### src/rtl/mem_stream_pkg.sv
// Shared types and sizes for the memory streaming controller.
package mem_stream_pkg;

  localparam int unsigned ADDR_W = 6;
  localparam int unsigned DATA_W = 32;
  localparam int unsigned DEPTH  = 64;
  localparam int unsigned LEN_W  = 7;

  typedef enum logic [1:0] {
    IDLE  = 2'd0,
    WRITE = 2'd1,
    READ  = 2'd2
  } state_e;

  // Read word carried through the output FIFO.
  typedef struct packed {
    logic              last;
    logic [DATA_W-1:0] data;
  } rd_word_t;

  // Word counter increment that sticks at DEPTH.
  function automatic logic [LEN_W-1:0] sat_inc(input logic [LEN_W-1:0] n);
    return (n >= LEN_W'(DEPTH)) ? LEN_W'(DEPTH) : n + LEN_W'(1);
  endfunction

endpackage

### src/rtl/out_fifo2.sv
// Two-entry valid/ready FIFO buffering memory read words toward the output.
module out_fifo2
  import mem_stream_pkg::*;
#(
  parameter int unsigned W = DATA_W + 1
) (
  input  logic         clk,
  input  logic         reset,
  input  logic         in_valid,
  output logic         in_ready,
  input  logic [W-1:0] in_data,
  output logic         out_valid,
  input  logic         out_ready,
  output logic [W-1:0] out_data,
  output logic [1:0]   count
);

  logic [W-1:0] slot_q [2];
  logic         rd_ptr_q, wr_ptr_q;
  logic [1:0]   count_q;
  logic         push, pop;

  assign in_ready  = (count_q != 2'd2);
  assign out_valid = (count_q != 2'd0);
  assign out_data  = slot_q[rd_ptr_q];
  assign count     = count_q;
  assign push      = in_valid & in_ready;
  assign pop       = out_valid & out_ready;

  always_ff @(posedge clk) begin
    if (reset) begin
      slot_q[0] <= '0;
      slot_q[1] <= '0;
      rd_ptr_q  <= 1'b0;
      wr_ptr_q  <= 1'b0;
      count_q   <= 2'd0;
    end else begin
      if (push) begin
        slot_q[wr_ptr_q] <= in_data;
        wr_ptr_q         <= ~wr_ptr_q;
      end
      if (pop) rd_ptr_q <= ~rd_ptr_q;
      count_q <= count_q + 2'(push) - 2'(pop);
    end
  end

endmodule

### src/rtl/mem_stream_ctrl.sv
// Streams write packets into a 64x32 memory and bursts reads back out
// through a 2-entry FIFO with credit-style read issue.
module mem_stream_ctrl
  import mem_stream_pkg::*;
(
  input  logic              clk,
  input  logic              reset,
  input  logic              in_valid,
  output logic              in_ready,
  input  logic [DATA_W-1:0] in_data,
  input  logic              in_last,
  input  logic              rd_start,
  input  logic [ADDR_W-1:0] rd_base,
  input  logic [LEN_W-1:0]  rd_len,
  output logic              out_valid,
  input  logic              out_ready,
  output logic [DATA_W-1:0] out_data,
  output logic              out_last,
  output logic              busy,
  output logic [LEN_W-1:0]  wr_words,
  output logic [DATA_W-1:0] mem_din,
  output logic [ADDR_W-1:0] mem_addr,
  output logic              mem_wen,
  output logic              mem_ren,
  input  logic [DATA_W-1:0] mem_dout
);

  state_e            state_q, state_d;
  logic [ADDR_W-1:0] wr_ptr_q, wr_ptr_d;
  logic [LEN_W-1:0]  wr_cnt_q, wr_cnt_d;
  logic [LEN_W-1:0]  wr_words_q, wr_words_d;
  logic [ADDR_W-1:0] rd_base_q, rd_base_d;
  logic [LEN_W-1:0]  rd_len_q, rd_len_d;
  logic [LEN_W-1:0]  rd_idx_q, rd_idx_d;
  logic              inflight_q, inflight_d;
  logic              infl_last_q, infl_last_d;

  logic              fifo_in_ready, fifo_out_valid;
  logic [DATA_W:0]   fifo_out_data;
  logic [1:0]        fifo_count;
  rd_word_t          head;
  logic              rd_cmd, rd_go, wr_hs, pop, issue;
  logic [2:0]        occ;

  out_fifo2 #(.W(DATA_W + 1)) u_fifo (
    .clk       (clk),
    .reset     (reset),
    .in_valid  (inflight_q),
    .in_ready  (fifo_in_ready),
    .in_data   ({infl_last_q, mem_dout}),
    .out_valid (fifo_out_valid),
    .out_ready (out_ready),
    .out_data  (fifo_out_data),
    .count     (fifo_count)
  );

  assign head = rd_word_t'(fifo_out_data);

  // Handshakes; a read command in IDLE takes priority over a write word.
  assign rd_cmd = (state_q == IDLE) & rd_start;
  assign rd_go  = rd_cmd & (rd_len != '0);
  assign pop    = fifo_out_valid & out_ready;
  assign wr_hs  = in_valid & in_ready;

  // Words buffered plus in flight, net of a same-cycle pop, must stay below 2.
  assign occ   = 3'(fifo_count) + 3'(inflight_q) - 3'(pop);
  assign issue = !reset && (state_q == READ) && (rd_idx_q < rd_len_q)
                 && fifo_in_ready && (occ < 3'd2);

  always_comb begin
    state_d     = state_q;
    wr_ptr_d    = wr_ptr_q;
    wr_cnt_d    = wr_cnt_q;
    wr_words_d  = wr_words_q;
    rd_base_d   = rd_base_q;
    rd_len_d    = rd_len_q;
    rd_idx_d    = rd_idx_q;
    inflight_d  = issue;
    infl_last_d = issue && (rd_idx_q == rd_len_q - LEN_W'(1));
    in_ready    = !reset && (state_q != READ) && !rd_cmd;

    if (wr_hs) begin
      if (in_last) begin
        wr_ptr_d   = '0;
        wr_cnt_d   = '0;
        wr_words_d = sat_inc(wr_cnt_q);
      end else begin
        wr_ptr_d = wr_ptr_q + ADDR_W'(1);
        wr_cnt_d = sat_inc(wr_cnt_q);
      end
    end

    if (issue) rd_idx_d = rd_idx_q + LEN_W'(1);

    unique case (state_q)
      IDLE: begin
        if (rd_go) begin
          state_d   = READ;
          rd_base_d = rd_base;
          rd_len_d  = (rd_len > LEN_W'(DEPTH)) ? LEN_W'(DEPTH) : rd_len;
          rd_idx_d  = '0;
        end else if (wr_hs && !in_last) begin
          state_d = WRITE;
        end
      end
      WRITE: if (wr_hs && in_last) state_d = IDLE;
      READ:  if (pop && head.last) state_d = IDLE;
      default: state_d = IDLE;
    endcase
  end

  always_ff @(posedge clk) begin
    if (reset) begin
      state_q     <= IDLE;
      wr_ptr_q    <= '0;
      wr_cnt_q    <= '0;
      wr_words_q  <= '0;
      rd_base_q   <= '0;
      rd_len_q    <= '0;
      rd_idx_q    <= '0;
      inflight_q  <= 1'b0;
      infl_last_q <= 1'b0;
    end else begin
      state_q     <= state_d;
      wr_ptr_q    <= wr_ptr_d;
      wr_cnt_q    <= wr_cnt_d;
      wr_words_q  <= wr_words_d;
      rd_base_q   <= rd_base_d;
      rd_len_q    <= rd_len_d;
      rd_idx_q    <= rd_idx_d;
      inflight_q  <= inflight_d;
      infl_last_q <= infl_last_d;
    end
  end

  // Memory port: zeroed whenever neither write nor read is active.
  assign mem_wen  = wr_hs;
  assign mem_ren  = issue;
  assign mem_din  = wr_hs ? in_data : '0;
  assign mem_addr = wr_hs ? wr_ptr_q
                  : issue ? rd_base_q + ADDR_W'(rd_idx_q)
                  : '0;

  assign out_valid = !reset && fifo_out_valid;
  assign out_data  = out_valid ? head.data : '0;
  assign out_last  = out_valid && head.last;
  assign busy      = !reset && (state_q != IDLE);
  assign wr_words  = reset ? '0 : wr_words_q;

endmodule

### config.mk
export PLATFORM = sky130hd
export DESIGN_NAME = mem_stream_ctrl
export DESIGN_NICKNAME = d
export VERILOG_FILES = /design/src/rtl/mem_stream_pkg.sv /design/src/rtl/out_fifo2.sv /design/src/rtl/mem_stream_ctrl.sv
export SDC_FILE = /design/constraint.sdc
export NUM_CORES = 1
export LEC_CHECK = 0
export CAP_MARGIN = 15
export CORE_MARGIN = 2
export CORE_UTILIZATION = 45
export CTS_BUF_LIST = sky130_fd_sc_hd__clkbuf_4 sky130_fd_sc_hd__clkbuf_8
export CTS_CLUSTER_DIAMETER = 80
export DETAILED_ROUTE_END_ITERATION = 12
export GPL_ROUTABILITY_DRIVEN = 1
export PLACE_DENSITY = 0.76
export SLEW_MARGIN = 10
export SYNTH_ARGS = -nofsm -noshare
export SYNTH_HDL_FRONTEND = slang
export SYNTH_SLANG_ARGS = --single-unit
export TNS_END_PERCENT = 30
### constraint.sdc
create_clock -name clk -period 3.5 [get_ports clk]
set_clock_uncertainty 0.15 [all_clocks]
set_input_delay 0.7 -clock clk [delete_from_list [all_inputs] [get_ports clk]]
set_output_delay 0.7 -clock clk [all_outputs]
set_load 0.01 [all_outputs]
* Yosys cells after proc, flatten, opt, wreduce, memory -nomap -nowiden
Memory sizes are Yosys's and may differ from the RTL's. A register that Yosys moved wholly into a read port is not among the register bits. Index checks and enable logic that the tools add are counted.
Cells by class: $add $sub $neg 9, magnitude comparators 4, eq/ne operators 8, mux-type cells 27, bitwise gates (word level) 7, reductions and logical operators 24
Operators with widths (count):
- 2-to-1 mux 32 bit | 2
- 2-to-1 mux 7 bit | 7
- 2-to-1 mux 33 bit | 1
- OR reduction 33 bit | 1
- 2-to-1 mux 6 bit | 3
- adder 7 x 1 -> 7 bit (second input constant) | 2
- logical AND 1 bit | 13
- 2-to-1 mux 1 bit | 9
- 2-to-1 mux 2 bit | 4
- equality test 7 bit | 1
- greater-or-equal comparator 7 bit (second input constant) | 1
- greater-than comparator 7 bit (second input constant) | 1
- < comparator 7 bit | 1
- nonzero test 7 bit | 1
- subtractor 7 x 1 -> 7 bit (second input constant) | 1
- adder 6 x 1 -> 6 bit (second input constant) | 1
- adder 6 bit | 1
- inequality test 2 bit (second input constant) | 3
- one-hot mux 2 bit (3 select lines) | 1
- bitwise AND 1 bit | 5
- AND reduction 2 bit | 2
- nonzero test 2 bit | 2
- adder 2 x 1 -> 3 bit | 1
- logical NOT 1 bit | 3
- other kinds (11) | 12
Storage, ports and cells: bits in registers 48, RAM bits 66, input port bits 83, output and inout bits 83, word-level logic and storage cells 92, memories kept 1
Memories:
- u_fifo.slot_q | words 2, width 33, rd ports 1, clocked after memory_dff 1, write ports 2, line out_fifo2.sv:18 | logic [W-1:0] slot_q [2];

* Logic depth before layout (Yosys ltp)
Gate-level depths: netlist (run 1).
depth in word-level cells 9, mapped depth 12, mapped depth without buffers 11

* Cells and area by module
Synthesis (run 1) repeated with hierarchy kept, for this count alone.
Unflattened totals: cells, all modules 620, area total of the unflattened synthesis 6182.2 µm²
By module, submodules not included:
- out_fifo2 | times used 1, cells an instance 239, area each 3181.8 µm², seq. area each 2082.0 µm²
- mem_stream_ctrl | times used 1, cells an instance 381, area each 3000.4 µm², seq. area each 880.8 µm²

* Least setup slack after synthesis (run 1)
Ideal clock, no wire load.
path type in2out, start point in out_ready, end point out mem_addr[0], arrival 2971 ps, required time 2650 ps, slack -321 ps, cell stages on the path 12, path buffers 1, cell sequence o21ai_0 -> inv_1 -> ha_1 -> inv_1 -> nand2_1 -> fa_1 -> xnor2_1 -> nand4_1 -> or3_1 -> buf_2 -> nor3_4 -> a22o_1
Between the ends: word-level cells in the longest chain between the ends 6
RTL lines:
- start: declaration | line mem_stream_ctrl.sv:16 | input logic out_ready,
- bitwise AND 1 bit | line mem_stream_ctrl.sv:62 | assign pop = fifo_out_valid & out_ready;
- net pop | line mem_stream_ctrl.sv:42 | logic rd_cmd, rd_go, wr_hs, pop, issue;
- subtractor 3 x 1 -> 3 bit | line mem_stream_ctrl.sv:66 | assign occ = 3'(fifo_count) + 3'(inflight_q) - 3'(pop);
- < comparator 3 x 2 -> 1 bit | line mem_stream_ctrl.sv:68 | && fifo_in_ready && (occ < 3'd2);
- logical AND 1 bit | line mem_stream_ctrl.sv:68
- net mem_ren | line mem_stream_ctrl.sv:24 | output logic mem_ren,
- 2-to-1 mux 6 bit | line mem_stream_ctrl.sv:141 | : issue ? rd_base_q + ADDR_W'(rd_idx_q)
- 2-to-1 mux 6 bit | line mem_stream_ctrl.sv:140 | assign mem_addr = wr_hs ? wr_ptr_q
- end: declaration | line mem_stream_ctrl.sv:22 | output logic [ADDR_W-1:0] mem_addr,
The timed path passes the listed nets, and every way through them passes these cells.

* Worst setup path in the final report (run 1)
start point reg u_fifo.count_q[0] (netlist: u_fifo.count[0]), end point out mem_addr[0]
Between the ends: word-level cells in the longest chain between the ends 7, elaborated cells on any way between the ends 10, those cells by class add/sub (2); order compare (1); eq/ne (1); mux (2); bitwise (1); reduce/logical (3)
RTL lines:
- start: declaration | line out_fifo2.sv:20 | logic [1:0] count_q;
- start signal: assignment | line out_fifo2.sv:43 | count_q <= count_q + 2'(push) - 2'(pop);
- nonzero test 2 bit | line out_fifo2.sv:24 | assign out_valid = (count_q != 2'd0);
- bitwise AND 1 bit | line mem_stream_ctrl.sv:62
- net pop | line mem_stream_ctrl.sv:42
- subtractor 3 x 1 -> 3 bit | line mem_stream_ctrl.sv:66
- < comparator 3 x 2 -> 1 bit | line mem_stream_ctrl.sv:68
- logical AND 1 bit | line mem_stream_ctrl.sv:68
- 2-to-1 mux 6 bit | line mem_stream_ctrl.sv:141
- 2-to-1 mux 6 bit | line mem_stream_ctrl.sv:140
The timed path passes the listed nets, and every way through them passes these cells.

==> results of run 1 <==
==> metrics by stage <==
step	total power, mW	worst slack, ns
after floorplan	2.184	-0.1851
after global placement	2.645	-1.106
after detailed placement	2.675	-1.199
after CTS	4.231	-0.5718
after global routing	4.611	-0.6231
final	4.420	-0.4971
==> cells by family (layout without fill, tap and decap cells) <==
logic type,count (synthesis),after routing
multiplexers,41,41
adder cells (fa/ha/maj),22,22
AND/OR/NAND/NOR,284,284
XOR/XNOR,23,23
flip-flops,115,115
AO/OA/AOI/OAI,61,61
buffers and inverters,57,270
==> layer usage <==
metal / vias up / wire (um) / GRT usage (%)
met3: 27 / 1107 / 5.364
met5: - / 0 / 0
met1: 2363 / 6399 / 25.25
li1: 2457 / - / -
met4: 0 / 222 / 7.366
met2: 213 / 7857 / 38.33
==> power by group through the flow <==
stage                     clock network, mW  logic (mW)  registers [mW]
after global placement                    0        1.01            1.64
after CTS                              1.30        1.32            1.62
after global routing                   1.35        1.63            1.63
after floorplan                           0       0.584            1.60
final                                  1.28        1.53            1.62
after detailed placement                  0        1.03            1.64
==> sequential cells by signal, summed over array words and instances (netlist names), 2 cells and up, named ones only <==
register       count
state_q            2
rd_idx_q           7
rd_len_q           7
u_fifo.count       2
rd_base_q          6
wr_words_q         7
wr_cnt_q           7
u_fifo.slot_q     66
wr_ptr_q           6
==> path summary, 6_finish.rpt <==
| check | depth (start not counted) | end | start |
|---|---|---|---|
| min | 2 | wr_words_q[1]$_SDFFE_PP0P_ | wr_words_q[1]$_SDFFE_PP0P_ |
| max | 14 | mem_addr[0] | u_fifo.count[0]$_SDFF_PP0_ |
| min reg2reg | 2 | wr_words_q[1]$_SDFFE_PP0P_ | wr_words_q[1]$_SDFFE_PP0P_ |
| max reg2reg | 23 | rd_idx_q[6]$_SDFF_PP0_ | u_fifo.count[0]$_SDFF_PP0_ |
==> worst reg2reg max path, cell delays in order (launching register included) <==
cell and delay (ns):
dfxtp_4 0.36, o21ai_4 0.17, inv_2 0.06, ha_4 0.21
inv_2 0.06, nand2_2 0.05, fa_2 0.35, xnor2_2 0.17
nand4_1 0.17, buf_4 0.18, buf_6 0.11, buf_6 0.11
buf_6 0.10, buf_4 0.12, buf_4 0.12, buf_6 0.10
buf_6 0.11, buf_6 0.11, buf_6 0.10, buf_6 0.10
buf_6 0.10, nor3_4 0.15, and4_1 0.25, mux2i_1 0.21
==> cells in the final DEF, fill, tap and decap left out, drive strengths merged, types with 5 or more instances in the layout <==
cell type / netlist / layout
a21oi: 22 / 22
and2: 102 / 102
edfxtp: 66 / 66
mux2i: 40 / 40
nand4: 6 / 6
nor3: 9 / 9
nand3: 9 / 9
clkinv: 0 / 5
or3: 6 / 6
buf: 5 / 56
ha: 20 / 20
nand2: 47 / 47
dfxtp: 49 / 49
clkdlybuf4s50: 0 / 157
a22o: 5 / 5
o31ai: 5 / 5
xnor2: 13 / 13
xor2: 9 / 9
a22oi: 6 / 6
inv: 25 / 26
nor2b: 11 / 11
clkinvlp: 0 / 6
nor2: 73 / 73
and3: 5 / 5
clkbuf: 27 / 17
o21ai: 11 / 11
==> layout make-up <==
type,instances,area share (%)
inverter,25,1.085
clock buffer,17,2.705
timing repair buffer,213,24.11
tap,176,2.546
multi-input combinational,431,33.12
sequential,115,34.31
clock inverter,15,2.126
==> repair_timing <==
| item | 4_1_cts | 5_1_grt |
|---|---|---|
| gates cloned | 0 | 0 |
| setup buffers | 21 | 4 |
| pin swaps | 7 | 5 |
| resized for setup | 42 | 15 |
| setup endpoints to repair | 7 | 10 |
==> results by group, run 1 <==
Status
  • Status: finished with violations
  • Failing checks: setup timing

Worst setup path
  • Type of origin of the critical path: register
  • Crit path max-delay family: simple AND/OR/NAND/NOR gates
  • Worst Path Required: 2.65 ns
  • CP arrival: 3.15 ns
  • R2R setup slack: -0.31 ns
  • Worst path buffer plus inverter count: 5
  • Critical path class: register to output pin
  • Crit-path cells: o21ai_4, inv_2, ha_4, inv_2, nand2_2, fa_2, xnor2_2, nand4_1, or3_4, nor3_4, buf_6, buf_6, a22o_1, buf_2
  • Critical-path maximum fanout: 3
  • Delay of the slowest cell on the worst path: 0.39 ns
  • Critical Path Sink Type: output pin
  • Critical path's slowest cell: or3_4

Route
  • Via count: 5,060
  • Wire per inst: 15.71 um
  • DR vias/cell: 5.101
  • Drt drc: 0
  • Iteration count of the initial detailed-routing pass: 5
  • Starting DRT DRC Count: 261
  • Routed Antenna Nets: 0
  • Final WL: 15,590 um

Placement
  • Placed insts: 934
  • DP HPWL: 10,500 um
  • I/O Buffers: 165
  • Global placement routability congestion: 0.8733
  • Post-place instance area: 0.007971 sq mm

Clock tree
  • H-tree levels: 4
  • Clock root cell: clkbuf_8
  • Hold bufs inserted after CTS: 0
  • Inserted Clock Buffers: 17
  • Longest Clk Path Bufs: 2
  • Clk_lat worst skew: 0.43 ns
  • CTS tree: done
  • Clk pin slew, worst setup/hold paths: 0.07 ns
  • TritonCTS Sinks: 115

STA
  • Max-slew violations: 0
  • Final TNS setup: -3.862 ns
  • Final hold slack: 0.3172 ns
  • Fin crit share: 114.2%
  • Worst slew pin tran: 0.6102 ns
  • Hold Violations, Final: 0
  • Final WS setup: -0.4971 ns
  • Rel. slew slack: 59.32%
  • RSZ-0062 raised after global routing: true
  • Final setup fails: 10
  • Min Tclk post-route: 3.997 ns
  • Achievable frequency: 0.2502 GHz

Floorplan
  • I/O pin cnt: 166
  • Die Wd: 119.2 um
  • Initial Util: 45.67%
  • Die Y: 119.2 um
  • Die area: 0.01422 sq mm
  • Cell Rows: 42
  • Core area: 0.01309 sq mm

GRT
  • Maximum number of pins on one net before global-route repair: 46
  • Congestion Overflow GR: 0
  • Vias in the first global route: 5,203
  • Initial antenna violation count: 0
  • Global-route wire length before repair: 24,360 um
  • Tot GR Track Use: 21.55%

Cells and area
  • Fill cells: 997
  • Ant diodes: 0
  • Final-stage net count: 908
  • Share of layout cells above drive strength 1: 13.24%
  • Sequential cell area: 0.002968 sq mm
  • Final Util: 66.11%
  • Area occupied by multi-input gates: 0.002865 sq mm
  • Area Growth Syn to Fin: 44.77%
  • Non-Filler Instances: 992
  • Final Cell Area: 0.008651 sq mm

Logic synthesis
  • Post-Synth Adder-Cell Area: 4.858%
  • Simple-gate area share of the yosys netlist: 24.87%
  • Post-synthesis instance total: 603
  • #FFs+latches synth: 115
  • Compound-Gate Fraction of Synth Area: 6.512%
  • Synthesized area: 0.005976 sq mm
  • XOR/XNOR share of the synthesized area: 3.601%
  • Synthesized area per cell: 9.910 sq um
  • Largest family of logic cells by synthesized area: simple AND/OR/NAND/NOR gates
  • Top_reg_cell synth: edfxtp_1
  • Sequential share of the synthesized area: 49.58%
  • Async SR Flop Fraction: 0%
  • Largest cells by area after synthesis: edfxtp_1 (33%), dfxtp_1 (16%), and2_1 (11%), mux2i_1 (6.7%), nor2_1 (4.6%)
  • Mux cell area share after synthesis: 6.889%
  • Post-synth EDFFs: 66
  • Synth cell types: 49
  • Synth cell count leaders: and2_1 (102), nor2_1 (73), edfxtp_1 (66)
  • Yosys synthesis warning count: 0
  • Synth area leader: edfxtp_1
  • Share of the synthesized area in the top cell type: 33.17%
  • Most common cell in the netlist: and2_1
  • Mapped Nets: 708

Run
  • Max-cap viol count: 0

Power
  • Internal power: 3.123 mW
  • Sw power: 1.297 mW
  • PwrDens: 510.9 mW/mm^2
  • Sequential share of power: 36.6%
  • Sw Share: 29.35%
  • Peak supply drop: 238.6 uV
  • Logic pwr share: 34.5%
  • P_leak: 3.303 nW
  • Clock Power Share: 28.9%

Min path
  • Worst min path class: register to register
Power figures use the tool's default switching activity.
==> inputs of run 2 (changes only) <==
--- a/config.mk
+++ b/config.mk
@@ -5,6 +5,7 @@
 export SDC_FILE = /design/constraint.sdc
 export NUM_CORES = 1
 export LEC_CHECK = 0
+export ABC_CLOCK_PERIOD_IN_PS = 3500
 export CAP_MARGIN = 15
 export CORE_MARGIN = 2
 export CORE_UTILIZATION = 45
@@ -13,6 +14,7 @@
 export DETAILED_ROUTE_END_ITERATION = 12
 export GPL_ROUTABILITY_DRIVEN = 1
 export PLACE_DENSITY = 0.76
+export SKIP_LAST_GASP = 1
 export SLEW_MARGIN = 10
 export SYNTH_ARGS = -nofsm -noshare
 export SYNTH_HDL_FRONTEND = slang
==> run 2 against run 1 <==
Against the previous run:
- the flow still finishes with violations (setup timing)
- design area down 0.56%
- clock-buffer cell count is the same
- final cell count down 0.10%
- utilization is 0.37 points lower
==> results by group, run 2 (synthesis gave the netlist of run 1 again) <==
Route
  • DR vias/cell: 5.065 (-0.71%)
  • Wire per inst: 15.53 um (-1.2%)
  • Iteration count of the initial detailed-routing pass: 4 (-1)
  • Final WL: 15,390 um (-1.3%)
  • Via count: 5,019 (-0.81%)
  • Starting DRT DRC Count: 266 (+1.9%)
  • Routed Antenna Nets: 0 (unchanged)
  • Drt drc: 0 (unchanged)

STA
  • RSZ-0062 raised after global routing: true
  • Final hold slack: 0.3188 ns (+0.001607 ns)
  • Final WS setup: -0.5355 ns (-0.03846 ns)
  • Fin crit share: 115.3% (+1.1 points)
  • Final TNS setup: -4.555 ns (-0.6930 ns)
  • Final setup fails: 10 (unchanged)
  • Max-slew violations: 0 (unchanged)
  • Rel. slew slack: 58.75% (-0.57 points)
  • Achievable frequency: 0.2478 GHz (-0.95%)
  • Hold Violations, Final: 0 (unchanged)
  • Min Tclk post-route: 4.036 ns (+0.03846 ns)
  • Worst slew pin tran: 0.6187 ns (+0.008490 ns)

Worst setup path
  • Reg2reg start: u_fifo.count[0]$_SDFF_PP0_
  • Crit path from: u_fifo.count[0]$_SDFF_PP0_
  • Delay of the slowest cell on the worst path: 0.54 ns (+0.15 ns)
  • Critical-path maximum fanout: 3 (unchanged)
  • Critical path's slowest cell: fa_2
  • CP arrival: 4.23 ns (+1.08 ns)
  • Type of origin of the critical path: register
  • Critical path class: register to register
  • Critical Path Sink Type: register
  • CP most frequent cell: buf_4
  • Crit path max-delay family: buffers and inverters
  • CP Depth: 22 (+8)
  • Worst path buffer plus inverter count: 14 (+9)
  • Crit-path cells: o21ai_4, inv_2, ha_4, inv_2, nand2_2, fa_2, nand4_1, buf_4, buf_4, buf_4, buf_4, buf_4, buf_4, buf_4, buf_4, buf_4, buf_4, buf_4, buf_4, nor3_2, and4_1, mux2i_1
  • R2R cell count: 22 (-4.3%)
  • R2R setup slack: -0.54 ns (-0.23 ns)
  • Reg-to-reg endpoint: rd_idx_q[6]$_SDFF_PP0_
  • Crit path capture: rd_idx_q[6]$_SDFF_PP0_
  • Worst Path Required: 3.70 ns (+1.05 ns)

GRT
  • Tot GR Track Use: 21.53% (about the same)
  • Initial antenna violation count: 0 (unchanged)
  • Congestion Overflow GR: 0 (unchanged)
  • Global-route wire length before repair: 24,320 um (-0.14%)
  • Vias in the first global route: 5,193 (-0.19%)
  • Maximum number of pins on one net before global-route repair: 46 (unchanged)

Power
  • Sw power: 1.262 mW (-2.7%)
  • P_leak: 3.283 nW (-0.61%)
  • Clock Power Share: 29.6% (+0.7 points)
  • Logic pwr share: 32.9% (-1.6 points)
  • PnR Total Power: 4.310 mW (-2.5%)
  • Internal power: 3.048 mW (-2.4%)
  • Peak supply drop: 214.6 uV (-10%)
  • Sequential share of power: 37.5% (+0.9 points)
  • PwrDens: 501.1 mW/mm^2 (-1.9%)
  • Sw Share: 29.28% (-0.066 points)

Clock tree
  • H-tree levels: 4 (unchanged)
  • Clk_lat worst skew: 0.43 ns (about the same)
  • CTS tree: done
  • Inserted Clock Buffers: 17 (unchanged)
  • Longest Clk Path Bufs: 2 (unchanged)
  • TritonCTS Sinks: 115 (unchanged)
  • Clock root cell: clkbuf_8
  • Clk pin slew, worst setup/hold paths: 0.07 ns (about the same)
  • Hold bufs inserted after CTS: 0 (unchanged)

Min path
  • Worst min path class: register to register
  • Hold path startpoint: wr_words_q[1]$_SDFFE_PP0P_

Cells and area
  • Area Growth Syn to Fin: 43.95%
  • Largest register FFs: 66 (unchanged)
  • Ant diodes: 0 (unchanged)
  • Most frequent cells in the layout: clkdlybuf4s50_1 (157), and2_1 (102), nor2_1 (73)
  • Final-stage net count: 907 (-0.11%)
  • Commonest non-fill, non-tap cell in the layout: clkdlybuf4s50_1
  • Share of layout cells above drive strength 1: 13.01% (-0.23 points)
  • Final Util: 65.74% (-0.37 points)
  • Final Cell Area: 0.008602 sq mm (-0.56%)
  • Largest register by flop count: u_fifo.slot_q
  • Non-Filler Instances: 991 (-0.10%)

Run
  • Max-cap viol count: 0 (unchanged)

Floorplan
  • Initial Util: 45.67% (unchanged)
  • Cell Rows: 42 (unchanged)
  • Die Y: 119.2 um (unchanged)
  • Die Wd: 119.2 um (unchanged)
  • I/O pin cnt: 166 (unchanged)
  • Die area: 0.01422 sq mm (unchanged)
  • Core area: 0.01309 sq mm (unchanged)

Placement
  • Dpl ws: -1.199 ns (unchanged)
  • DP HPWL: 10,500 um (unchanged)
  • Global placement routability congestion: 0.8733 (unchanged)
  • Post-place instance area: 0.007971 sq mm (unchanged)
  • Placed insts: 934 (unchanged)
  • I/O Buffers: 165 (unchanged)

Status
  • Status: finished with violations
  • Failing checks: setup timing
-- run 2: changes by cell type in the layout (fill, tap and decap cells not counted) --
| cell | previous run | this run |
|---|---|---|
| buf_6 | 13 | 3 |
| buf_4 | 31 | 39 |
| buf_2 | 7 | 6 |
| clkbuf_2 | 0 | 1 |
| clkdlybuf4s15_1 | 0 | 1 |
| nor3_2 | 1 | 2 |
| nor3_4 | 2 | 1 |
-- run 2: timing repair --
item,CTS,global route
setup endpoints to repair,7,10
pin swaps,4,3
gates cloned,0,0
resized for setup,34,9
setup buffers,21,3
-- run 2: worst min-delay path by stage --
stage | slack (ns) | endpoint | cells past startpoint
6_report | 0.32 | wr_words_q[1]$_SDFFE_PP0P_ | 2
4_1_cts | 0.32 | rd_base_q[2]$_SDFFE_PP0P_ | 2
5_1_grt | 0.34 | rd_base_q[5]$_SDFFE_PP0P_ | 2
2_1_floorplan | 0.28 | wr_words_q[1]$_SDFFE_PP0P_ | 2
3_3_place_gp | 0.29 | wr_words_q[1]$_SDFFE_PP0P_ | 2
3_5_place_dp | 0.31 | rd_base_q[2]$_SDFFE_PP0P_ | 2
-- run 2: worst register-to-register path, stage by stage (launching register included) --
cell     delay [ns]
dfxtp_4        0.36
o21ai_4        0.16
inv_2          0.06
ha_4           0.21
inv_2          0.06
nand2_2        0.05
fa_2           0.54
nand4_1        0.15
buf_4          0.17
buf_4          0.12
buf_4          0.13
buf_4          0.13
buf_4          0.12
buf_4          0.12
buf_4          0.12
buf_4          0.13
buf_4          0.13
buf_4          0.12
buf_4          0.12
buf_4          0.12
nor3_2         0.20
and4_1         0.27
mux2i_1        0.22
-- run 2: layer usage --
metal,track usage (%),routed length (um),share of wire [%],vias to the layer above
met5,0,0,0,-
met1,25.22,6363,41,2348
li1,-,-,-,2452
met2,38.43,7763,50,193
met4,7.143,233,1.5,0
met3,5.316,1028,6.7,26
-- run 2: final cells by class --
| class | instances | area [sq um] |
|---|---|---|
| Inverter | 25 | 93.84 |
| Tap cell | 176 | 220.2 |
| Clock buffer | 17 | 234.0 |
| Sequential cell | 115 | 2968 |
| Fill cell | 1008 | 4483 |
| Timing Repair Buffer | 212 | 2043 |
| Multi-Input combinational cell | 431 | 2859 |
| Clock inverter | 15 | 183.9 |
-- run 2: power groups by stage --
stage	clock network, mW	registers [mW]	logic (mW)
after CTS	1.30	1.62	1.32
after global placement	0	1.64	1.01
after detailed placement	0	1.64	1.03
after global routing	1.35	1.63	1.53
final	1.28	1.61	1.42
after floorplan	0	1.60	0.584
